**src/rtl/vend_change_dispenser_pkg.sv**
```systemverilog
// Shared definitions for the change dispenser: coin select codes, the
// denomination value table and the controller state encodings.
package vend_change_dispenser_pkg;

  localparam int NUM_DENOM = 6;

  // Coin select codes, largest denomination first
  localparam logic [2:0] SEL_500 = 3'd0;
  localparam logic [2:0] SEL_100 = 3'd1;
  localparam logic [2:0] SEL_25  = 3'd2;
  localparam logic [2:0] SEL_10  = 3'd3;
  localparam logic [2:0] SEL_5   = 3'd4;
  localparam logic [2:0] SEL_1   = 3'd5;

  // Controller states
  localparam logic [1:0] S_IDLE   = 2'd0;
  localparam logic [1:0] S_SELECT = 2'd1;
  localparam logic [1:0] S_EJECT  = 2'd2;
  localparam logic [1:0] S_DONE   = 2'd3;

  // Value in cents of a coin select code; unused codes are worth nothing
  function automatic logic [15:0] denom_value(input logic [2:0] code);
    case (code)
      SEL_500: denom_value = 16'd500;
      SEL_100: denom_value = 16'd100;
      SEL_25:  denom_value = 16'd25;
      SEL_10:  denom_value = 16'd10;
      SEL_5:   denom_value = 16'd5;
      SEL_1:   denom_value = 16'd1;
      default: denom_value = 16'd0;
    endcase
  endfunction

endpackage

```
**src/rtl/vend_change_dispenser_if.sv**
```systemverilog
// Controller/hopper-facing signal bundle of the change dispenser.
// The slave modport is the dispenser side; the master modport drives it.
interface vend_change_dispenser_if #(
  parameter int AMT_W = 16
);
  import vend_change_dispenser_pkg::*;

  logic                 I_START;
  logic [AMT_W-1:0]     I_AMOUNT;
  logic                 O_BUSY;
  logic                 O_COIN_VALID;
  logic [2:0]           O_COIN_SEL;
  logic                 I_COIN_ACK;
  logic                 O_DONE;
  logic [AMT_W-1:0]     O_SHORT;
  logic                 I_REFILL;
  logic [NUM_DENOM-1:0] O_LOW;

  modport slave (
    input  I_START, I_AMOUNT, I_COIN_ACK, I_REFILL,
    output O_BUSY, O_COIN_VALID, O_COIN_SEL, O_DONE, O_SHORT, O_LOW
  );

  modport master (
    output I_START, I_AMOUNT, I_COIN_ACK, I_REFILL,
    input  O_BUSY, O_COIN_VALID, O_COIN_SEL, O_DONE, O_SHORT, O_LOW
  );

endinterface

```
**src/rtl/vend_change_dispenser_inventory.sv**
```systemverilog
// Per-denomination coin counters for the inventory build
// (VEND_CHANGE_INVENTORY_EN). Counts reload on reset and on refill and
// decrement by one for every coin the hopper acknowledges.
module vend_coin_inventory
  import vend_change_dispenser_pkg::*;
#(
  parameter int CNT_W      = 8,
  parameter int INIT_COUNT = 50,
  parameter int LOW_THRESH = 4
) (
  input  logic                 clk,
  input  logic                 rst,
  input  logic                 dec,
  input  logic [2:0]           dec_sel,
  input  logic                 refill,
  output logic [NUM_DENOM-1:0] available,
  output logic [NUM_DENOM-1:0] low
);

  localparam logic [CNT_W-1:0] INIT_C = CNT_W'(INIT_COUNT);
  localparam logic [CNT_W-1:0] LOW_C  = CNT_W'(LOW_THRESH);

  logic [CNT_W-1:0] cnt [NUM_DENOM];

  // Reload on reset/refill, otherwise count down the acknowledged coin
  always_ff @(posedge clk) begin
    if (rst || refill) begin
      for (int i = 0; i < NUM_DENOM; i++) cnt[i] <= INIT_C;
    end else if (dec) begin
      for (int i = 0; i < NUM_DENOM; i++)
        if (dec_sel == 3'(i) && cnt[i] != '0) cnt[i] <= cnt[i] - 1'b1;
    end
  end

  // Availability and low-stock flags straight from the counts
  always_comb begin
    available = '0;
    low       = '0;
    for (int i = 0; i < NUM_DENOM; i++) begin
      available[i] = (cnt[i] != '0);
      low[i]       = (cnt[i] <= LOW_C);
    end
  end

endmodule

```
**src/rtl/vend_change_dispenser.sv**
```systemverilog
// Change dispenser: turns a change amount in cents into greedy,
// largest-coin-first eject requests, one coin per hopper handshake, then
// pulses O_DONE with any undeliverable remainder on O_SHORT.
// Optional feature macro: VEND_CHANGE_INVENTORY_EN (finite coin stock,
// refill and low-stock flags). Without it supply is unlimited.
module vend_change_dispenser
  import vend_change_dispenser_pkg::*;
#(
  parameter int AMT_W      = 16,
  parameter int CNT_W      = 8,
  parameter int INIT_COUNT = 50,
  parameter int LOW_THRESH = 4
) (
  input  logic                   I_CLK,
  input  logic                   I_RESET,
  vend_change_dispenser_if.slave bus
);

  logic [1:0]           state;
  logic [AMT_W-1:0]     remaining;
  logic [AMT_W-1:0]     short_q;
  logic [2:0]           coin_sel;
  logic                 coin_valid;
  logic                 busy;
  logic                 done;
  logic [NUM_DENOM-1:0] avail;
  logic [NUM_DENOM-1:0] low;
  logic                 found;
  logic [2:0]           pick_sel;
  logic [AMT_W-1:0]     coin_val;

  assign coin_val = AMT_W'(denom_value(coin_sel));

`ifdef VEND_CHANGE_INVENTORY_EN
  logic coin_taken;
  logic refill_ok;

  assign coin_taken = (state == S_EJECT) && bus.I_COIN_ACK;
  // Refill only between transactions so counts never jump mid-dispense
  assign refill_ok  = bus.I_REFILL && (state == S_IDLE);

  vend_coin_inventory #(
    .CNT_W      (CNT_W),
    .INIT_COUNT (INIT_COUNT),
    .LOW_THRESH (LOW_THRESH)
  ) u_inventory (
    .clk       (I_CLK),
    .rst       (I_RESET),
    .dec       (coin_taken),
    .dec_sel   (coin_sel),
    .refill    (refill_ok),
    .available (avail),
    .low       (low)
  );
`else
  // Unlimited supply: every coin always available, nothing ever low
  localparam int unused_cfg = CNT_W + INIT_COUNT + LOW_THRESH;
  logic unused_refill;

  assign unused_refill = bus.I_REFILL;
  assign avail         = '1;
  assign low           = '0;
`endif

  // Largest available denomination that still fits in the remainder
  always_comb begin
    found    = 1'b0;
    pick_sel = 3'd0;
    for (int i = NUM_DENOM - 1; i >= 0; i--) begin
      if (avail[i] && (AMT_W'(denom_value(3'(i))) <= remaining)) begin
        found    = 1'b1;
        pick_sel = 3'(i);
      end
    end
  end

  // Transaction sequencer: select a coin, hold it until acked, repeat
  always_ff @(posedge I_CLK) begin
    if (I_RESET) begin
      state      <= S_IDLE;
      remaining  <= '0;
      short_q    <= '0;
      coin_sel   <= 3'd0;
      coin_valid <= 1'b0;
      busy       <= 1'b0;
      done       <= 1'b0;
    end else begin
      case (state)
        S_IDLE: begin
          done <= 1'b0;
          if (bus.I_START) begin
            remaining <= bus.I_AMOUNT;
            short_q   <= '0;
            busy      <= 1'b1;
            state     <= S_SELECT;
          end
        end
        S_SELECT: begin
          if (remaining == '0) begin
            short_q <= '0;
            done    <= 1'b1;
            state   <= S_DONE;
          end else if (found) begin
            coin_sel   <= pick_sel;
            coin_valid <= 1'b1;
            state      <= S_EJECT;
          end else begin
            short_q <= remaining;
            done    <= 1'b1;
            state   <= S_DONE;
          end
        end
        S_EJECT: begin
          // Selected value never exceeds remaining, so no underflow here
          if (bus.I_COIN_ACK) begin
            remaining  <= remaining - coin_val;
            coin_valid <= 1'b0;
            state      <= S_SELECT;
          end
        end
        S_DONE: begin
          done  <= 1'b0;
          busy  <= 1'b0;
          state <= S_IDLE;
        end
        default: state <= S_IDLE;
      endcase
    end
  end

  assign bus.O_BUSY       = busy;
  assign bus.O_COIN_VALID = coin_valid;
  assign bus.O_COIN_SEL   = coin_sel;
  assign bus.O_DONE       = done;
  assign bus.O_SHORT      = short_q;
  assign bus.O_LOW        = low;

endmodule

```
**src/flat_wrapper.sv**
```systemverilog
// flat-port wrapper written by rule: the top's interface ports become plain ports
module vend_change_dispenser_flat import vend_change_dispenser_pkg::*;
#(
  parameter int AMT_W      = 16,
  parameter int CNT_W      = 8,
  parameter int INIT_COUNT = 50,
  parameter int LOW_THRESH = 4
)
  (I_CLK, I_RESET, bus_I_START, bus_I_AMOUNT, bus_I_COIN_ACK, bus_I_REFILL, bus_O_BUSY, bus_O_COIN_VALID, bus_O_COIN_SEL, bus_O_DONE, bus_O_SHORT, bus_O_LOW);
  vend_change_dispenser_if #(.AMT_W(AMT_W)) bus_i ();
  input  logic I_CLK;
  input  logic I_RESET;
  input wire logic [$bits(bus_i.I_START)-1:0] bus_I_START;
  input wire logic [$bits(bus_i.I_AMOUNT)-1:0] bus_I_AMOUNT;
  input wire logic [$bits(bus_i.I_COIN_ACK)-1:0] bus_I_COIN_ACK;
  input wire logic [$bits(bus_i.I_REFILL)-1:0] bus_I_REFILL;
  output wire logic [$bits(bus_i.O_BUSY)-1:0] bus_O_BUSY;
  output wire logic [$bits(bus_i.O_COIN_VALID)-1:0] bus_O_COIN_VALID;
  output wire logic [$bits(bus_i.O_COIN_SEL)-1:0] bus_O_COIN_SEL;
  output wire logic [$bits(bus_i.O_DONE)-1:0] bus_O_DONE;
  output wire logic [$bits(bus_i.O_SHORT)-1:0] bus_O_SHORT;
  output wire logic [$bits(bus_i.O_LOW)-1:0] bus_O_LOW;
  assign bus_i.I_START = bus_I_START;
  assign bus_i.I_AMOUNT = bus_I_AMOUNT;
  assign bus_i.I_COIN_ACK = bus_I_COIN_ACK;
  assign bus_i.I_REFILL = bus_I_REFILL;
  assign bus_O_BUSY = bus_i.O_BUSY;
  assign bus_O_COIN_VALID = bus_i.O_COIN_VALID;
  assign bus_O_COIN_SEL = bus_i.O_COIN_SEL;
  assign bus_O_DONE = bus_i.O_DONE;
  assign bus_O_SHORT = bus_i.O_SHORT;
  assign bus_O_LOW = bus_i.O_LOW;
  vend_change_dispenser #(.AMT_W(AMT_W), .CNT_W(CNT_W), .INIT_COUNT(INIT_COUNT), .LOW_THRESH(LOW_THRESH)) u_core (.I_CLK(I_CLK), .I_RESET(I_RESET), .bus(bus_i));
endmodule
```
**config.mk**
```make
export PLATFORM = sky130hd
export DESIGN_NAME = vend_change_dispenser_flat
export DESIGN_NICKNAME = d
export VERILOG_FILES = /design/src/rtl/vend_change_dispenser_pkg.sv /design/src/rtl/vend_change_dispenser_if.sv /design/src/rtl/vend_change_dispenser_inventory.sv /design/src/rtl/vend_change_dispenser.sv /design/src/flat_wrapper.sv
export SDC_FILE = /design/constraint.sdc
export NUM_CORES = 1
export LEC_CHECK = 0
export CAP_MARGIN = 20
export CORE_MARGIN = 10
export CORE_UTILIZATION = 53
export CTS_BUF_LIST = sky130_fd_sc_hd__clkbuf_8
export CTS_CLUSTER_SIZE = 14
export DETAILED_ROUTE_END_ITERATION = 6
export PLACE_DENSITY_LB_ADDON = 0.25
export SLEW_MARGIN = 20
export SYNTH_ARGS = -nofsm -noshare
export SYNTH_HDL_FRONTEND = slang
export SYNTH_SLANG_ARGS = --single-unit
```
**constraint.sdc**
```tcl
create_clock -name I_CLK -period 3.14 [get_ports I_CLK]
set_clock_uncertainty 0.15 [all_clocks]
set_input_delay 0.628 -clock I_CLK [delete_from_list [all_inputs] [get_ports I_CLK]]
set_output_delay 0.628 -clock I_CLK [all_outputs]
set_load 0.01 [all_outputs]
```
Word level (Yosys, flattened, before mapping)
Cells that the tools add are included.

Register bits after elaboration: 40. Input bits: 21. Word-level logic and storage cells: 78.

$add $sub $neg: 1. $lt $le $gt $ge: 6. Eq/ne operators: 13. Multiplexer cells: 34. Bitwise operators: 1. Reduce and logical (&&, ||, !) cells: 16.

Operators by type and width (count): $mux W16 (5); $pmux W16 S2 (2); $pmux W9 S6 (1); $mux W3 (6); $le A1 B16 Y1 const A (1); $le A3 B16 Y1 const A (1); $le A4 B16 Y1 const A (1); $le A5 B16 Y1 const A (1); $le A7 B16 Y1 const A (1); $le A9 B16 Y1 const A (1); $logic_not A16 Y1 (1); $sub A16 B16 Y16 (1); $mux W1 (13); $reduce_bool A2 Y1 (5); $reduce_and A3 Y1 (3); $pmux W2 S4 (1); $eq A3 B2 Y1 const B (2); $eq A3 B3 Y1 const B (2); $mux W2 (3); $ne A2 B2 Y1 const B (3); $pmux W1 S2 (3); $reduce_and A2 Y1 (3); $eq A2 B2 Y1 const B (2); $reduce_and A4 Y1 (1); other kinds (8) (8).

Logic depth before layout (Yosys ltp)
Depth after elaboration: 10. Gate-level depth with buffers: 11. Gate-level depth less buffers: 11.

Worst setup path after synthesis
Ideal clock, no wire load.

Path type: reg2reg. Start: register u_core.coin_sel[2] (netlist: u_core.bus.O_COIN_SEL[2]). End: register u_core.remaining[14]. Library setup time: 0.071 ns. Arrival time: 2.600 ns. Required time: 2.919 ns. Slack: 0.319 ns. Stages on the path, launching flop included: 11. Buffers on the path: 0. Path through: dfxtp_1 -> nand2b_1 -> o21ai_0 -> ha_1 -> inv_1 -> fa_1 -> a21o_1 -> a221oi_1 -> a22oi_1 -> or4b_1 -> a21oi_1.

Longest elaborated chain between the ends: 5. Elaborated cells between the ends (all ways): 10. Classes of those cells: add/sub (1); eq/ne (5); mux (3); reduce/logical (1).

RTL lines: from (decl) (RTL line vend_change_dispenser.sv:22) `logic [2:0] coin_sel;`; from (signal assigned) (RTL line vend_change_dispenser.sv:104) `coin_sel <= pick_sel;`; $eq A3 B3 Y1, or another cell as far along (RTL line vend_change_dispenser_pkg.sv:23) `case (code)`; $pmux W9 S6 * (RTL line vend_change_dispenser_pkg.sv:23); $sub A16 B16 Y16 * (RTL line vend_change_dispenser.sv:116) `remaining <= remaining - coin_val;`; $mux W16 * (RTL line vend_change_dispenser.sv:115) `if (bus.I_COIN_ACK) begin`; $pmux W16 S2 * (RTL line vend_change_dispenser.sv:88) `case (state)`; to (signal assigned) (RTL line vend_change_dispenser.sv:92) `remaining <= bus.I_AMOUNT;`; to (signal assigned) (RTL line vend_change_dispenser.sv:116); to (decl) (RTL line vend_change_dispenser.sv:20) `logic [AMT_W-1:0] remaining;`.

Mark *: on every way between the ends. The rest lies on a longest branch, timed or not. The select of a mux whose other input is x is not followed. A chain may end at the register's enable or synchronous reset.

Worst setup path in the final report
Ends and elaborated chain as after synthesis.

==> results list <==
- The run finished with clean final reports.
- Transition time of the tightest slew-check pin: around 570 ps
- First-pass GRT wire length: 9.65 mm
* Post-synthesis cell count: 277
- The initial utilization of the core area, before any placement, comes to 55.0%.
- The critical path goes through nand2b_1 -> o21ai_0 -> ha_1 -> inv_1 -> fa_1 -> a21o_1 -> a221oi_2 -> buf_4 -> a22oi_1 -> or4b_1 -> a21oi_1.
* Largest cells by area after synthesis: sky130_fd_sc_hd__dfxtp_1 (33%), sky130_fd_sc_hd__ha_1 (7.3%), sky130_fd_sc_hd__a21oi_1 (4.8%)
- Clock latency on the worst-skew pair: 300 ps
- Per report_power, the clock group accounts for approximately a fifth of the total.
* Maximum number of buffers from clock root to sink: 2
- In this run the worst setup path begins at u_core.bus.O_COIN_SEL[2].
* Number of detailed-routing iterations run before antenna repair: 4
- Post-route non-filler standard cell count: between 300 and 400
* Tcrit/Tclk final: 92.6%
- The number of clock buffers added by TritonCTS is 5.
* Type of element capturing the critical path: flip-flop
- Total Negative Setup Slacks: 0 ps
* Number of standard-cell rows in the floorplan: 24
- After detailed routing, the average wire length per cell comes to approximately 16 µm.
- Relative to the synthesized area, the layout overhead comes to 23.3%.
- Number of enable flip-flop cells after synthesis: 0
- Summing the areas of all compound-gate instances in the mapped netlist gives 22.5% of the synthesized area.
- Clk sinks: 40
* Residual overflow from global routing: 0
* Xor-xnor portion of the synthesized cell area: under 10%
- Summed over all nets, the switching power comes to between 0.8 and 0.9 mW.
- Leading register cell type out of synthesis: sky130_fd_sc_hd__dfxtp_1
- Vias: 2148
- Fraction of final layout cells sized beyond drive strength 1: 12.8%
* CP max-delay cell: sky130_fd_sc_hd__or4b_1
- Gpl congestion: approximately 0.87
- Floorplan core area: between 4000 and 5000 µm²
* Avg Synthesized Cell Area: ~8.7 µm²
* Number of warning messages in the yosys log: 0
- Among all cell types in the netlist, the one instantiated most often is sky130_fd_sc_hd__dfxtp_1.
* Global Route Usage Sum: 15.3%
* Register area: 803 µm²
- Origin of the worst min-delay path: u_core.bus.O_SHORT[5]
- Counting both buffers and inverters, the worst setup path holds a total of 2.
- FF-to-FF setup slack: around 230 ps
- Timing-limited maximum frequency: 344 MHz
- TritonCTS built the clock tree.
- In this run the worst path has a maximum fanout of 9.
- For this design the top-level I/O count stands at ~50.
- Number of setup violations in the final report: 0
- The synthesized design spends more area on one cell type than any other, namely sky130_fd_sc_hd__dfxtp_1.
- Max-cap violation count: 0
- Post-synthesis mux area share: under 10%
- Net switching is about two fifths of the power.
* Int Power: approximately 1.2 mW
- Maximum number of pins on one net before global-route repair: 17
- Required time at the worst-slack endpoint: about 3200 ps
- Total of buffers placed on input and output ports: 41
- Drt drc: 0
* DRT Wirelength: 5.77 mm
- The wire-length estimate of the detail-placed layout is 4.36 mm.
- Area share of fa/ha/maj cells after synthesis: 8.09%
* Number of max-slew violations in the final report: 0
* Total power divided by cell area: 693 nW/µm²
- The die is 87.5 µm tall.
* H-tree levels: 2
- Min-Delay Path Class: flip-flop to flip-flop
- Synth Register Bits: 40
* Hold Vio Cnt, Final: 0
* Simple-gate share of the synthesized area: 24.8%
* Net count reported at finish: around 360
- CP Launch Type: flip-flop
- Buffers inserted to repair hold after CTS numbered 0.
- For this block, the initial DRC count from the detailed router was around 110.
- Antenna Nets Post-Route: 0
* Crit Path Category: flip-flop to flip-flop
- Sequential-to-total area share from yosys stat: 33.2%
- The share of total power dissipated in combinational logic is 45.1%.
* Final Critical Period: just under 3000 ps
- After clock tree synthesis, the clock-pin slew on the worst setup and hold paths is roughly 90 ps.
- Number of library cell types mapped by synthesis: between 50 and 60
- Most common library cells after synthesis: sky130_fd_sc_hd__dfxtp_1 (40), sky130_fd_sc_hd__nor2_1 (29), sky130_fd_sc_hd__a21oi_1 (23)
- By area, the combinational part of the netlist is dominated by simple AND/OR/NAND/NOR gates.
- The via count of the first global-routing pass was 2032.
- The floorplan step set the die width to between 80 and 90 µm.
- Clock tree synthesis selected as its root buffer the cell sky130_fd_sc_hd__clkbuf_8.
- Number of buffers added for setup after CTS: 0
- Largest voltage drop on the vdd net: about 320 µV
- Cell type group with the largest total delay on the critical path: compound AO/OA/AOI/OAI gates
- The worst register-to-register path begins at u_core.bus.O_COIN_SEL[2].
- Dividing the detail-routed via count by the number of cells gives about 5.8.
- Netlist Area Pre-Place: ~2400 µm²
- Die outline area: 7650 µm²
* Number of inserted filler cells in the final layout: 376
- In this run the static leakage power is approximately 1.2 nW.
- Sequential share of power: about 34%
- Rel. slew slack: around 62%
- Max stage delay on crit path: 520 ps
- For this run, asynchronously set or reset flops after synthesis account for 0%.
- The number of antenna diodes in the final layout is 0.
- Multi-input gate area in the final layout: approximately 1500 µm²
- The top cell type by area accounts for roughly a third of the synthesized area.
- Antenna violations before repair: 0
* RSZ-0062 raised after global routing: no
* Inst Count DP: roughly 360
- CP arrival: ~3000 ps
per-layer routing:
metal  GRT usage [%]  wire (µm)
met1            18.2       2570
met2            25.9       2720
met3            4.21        415
met4            4.35         58
met5               0          0
cell usage in the layout, fill, tap and decap left out, types with 4 or more instances in the layout:
cell type                         count
sky130_fd_sc_hd__buf_4                6
sky130_fd_sc_hd__clkdlybuf4s50_1     41
sky130_fd_sc_hd__mux2i_1              6
sky130_fd_sc_hd__a21o_1               4
sky130_fd_sc_hd__and3_1               5
sky130_fd_sc_hd__nor2_1              29
sky130_fd_sc_hd__ha_1                14
sky130_fd_sc_hd__nand2_1             13
sky130_fd_sc_hd__and2_1              10
sky130_fd_sc_hd__a211oi_1             7
sky130_fd_sc_hd__a21oi_1             23
sky130_fd_sc_hd__nand2b_1             8
sky130_fd_sc_hd__xnor2_1              4
sky130_fd_sc_hd__conb_1               6
sky130_fd_sc_hd__inv_1                9
sky130_fd_sc_hd__and2_4              10
sky130_fd_sc_hd__a31oi_1              4
sky130_fd_sc_hd__nor4_1               6
sky130_fd_sc_hd__o21ai_0              9
sky130_fd_sc_hd__o211ai_1             4
sky130_fd_sc_hd__clkbuf_8             5
sky130_fd_sc_hd__dfxtp_1             38
worst paths after layout:
| path | end | depth (start not counted) |
|---|---|---|
| worst max-delay path | u_core.remaining[14] | 11 |
| worst min-delay path | u_core.bus.O_SHORT[5] | 1 |
| worst max register to register | u_core.remaining[14] | 11 |
| worst min register to register | u_core.bus.O_SHORT[5] | 1 |
cell type report:
type	instances	share of cell area [%]
clock buffers	5	2.31
well taps	52	2.19
inverters	9	1.14
multi-input cells	216	50.5
repair buffers	47	15.3
clock inverters	3	1.56
flip-flops and latches	40	27.0
power groups by stage:
stage	registers (mW)	clock network, mW	logic, mW
final	0.692	0.441	0.929
after global routing	0.704	0.468	1.04
after CTS	0.689	0.451	0.921
after detailed placement	0.700	0	0.916
after global placement	0.698	0	0.899
after floorplan	0.676	0	0.718
sequential cells by signal, summed over array words and instances (netlist names):
| name | flops |
|---|---|
| u_core.bus.O_BUSY | 1 |
| u_core.bus.O_COIN_SEL | 3 |
| u_core.bus.O_COIN_VALID | 1 |
| u_core.bus.O_DONE | 1 |
| u_core.bus.O_SHORT | 16 |
| u_core.remaining | 16 |
| u_core.state | 2 |
what timing repair did:
item	4_1_cts	5_1_grt
endpoints found under the setup margin	0	1
gates resized for setup	0	3
hold endpoints to repair	0	0
cells by family after synthesis:
| kind of cell | count (synthesis) |
|---|---|
| other | 1 |
| adders and majority gates | 15 |
| xor gates and xnor gates | 6 |
| muxes | 8 |
| AOI/OAI and AO/OA | 78 |
| buffers and inverters | 26 |
| and+or+nand+nor | 103 |
| DFF | 40 |
metrics by stage:
stage / utilization, % / setup slack, ps / power (mW) / hold WS (ps) / cell area [µm²]
CTS: 67.6 / 144 / 2.06 / 317 / 2970
finish: 67.8 / 231 / 2.06 / 316 / 2970
global route: 67.8 / 47.9 / 2.22 / 340 / 2970
floorplan: - / 319 / 1.39 / 330 / 2430
detailed placement: 65.0 / 180 / 1.62 / 294 / 2850
global placement: 65.0 / 258 / 1.60 / 293 / 2850
Power figures use the tool's default switching activity.
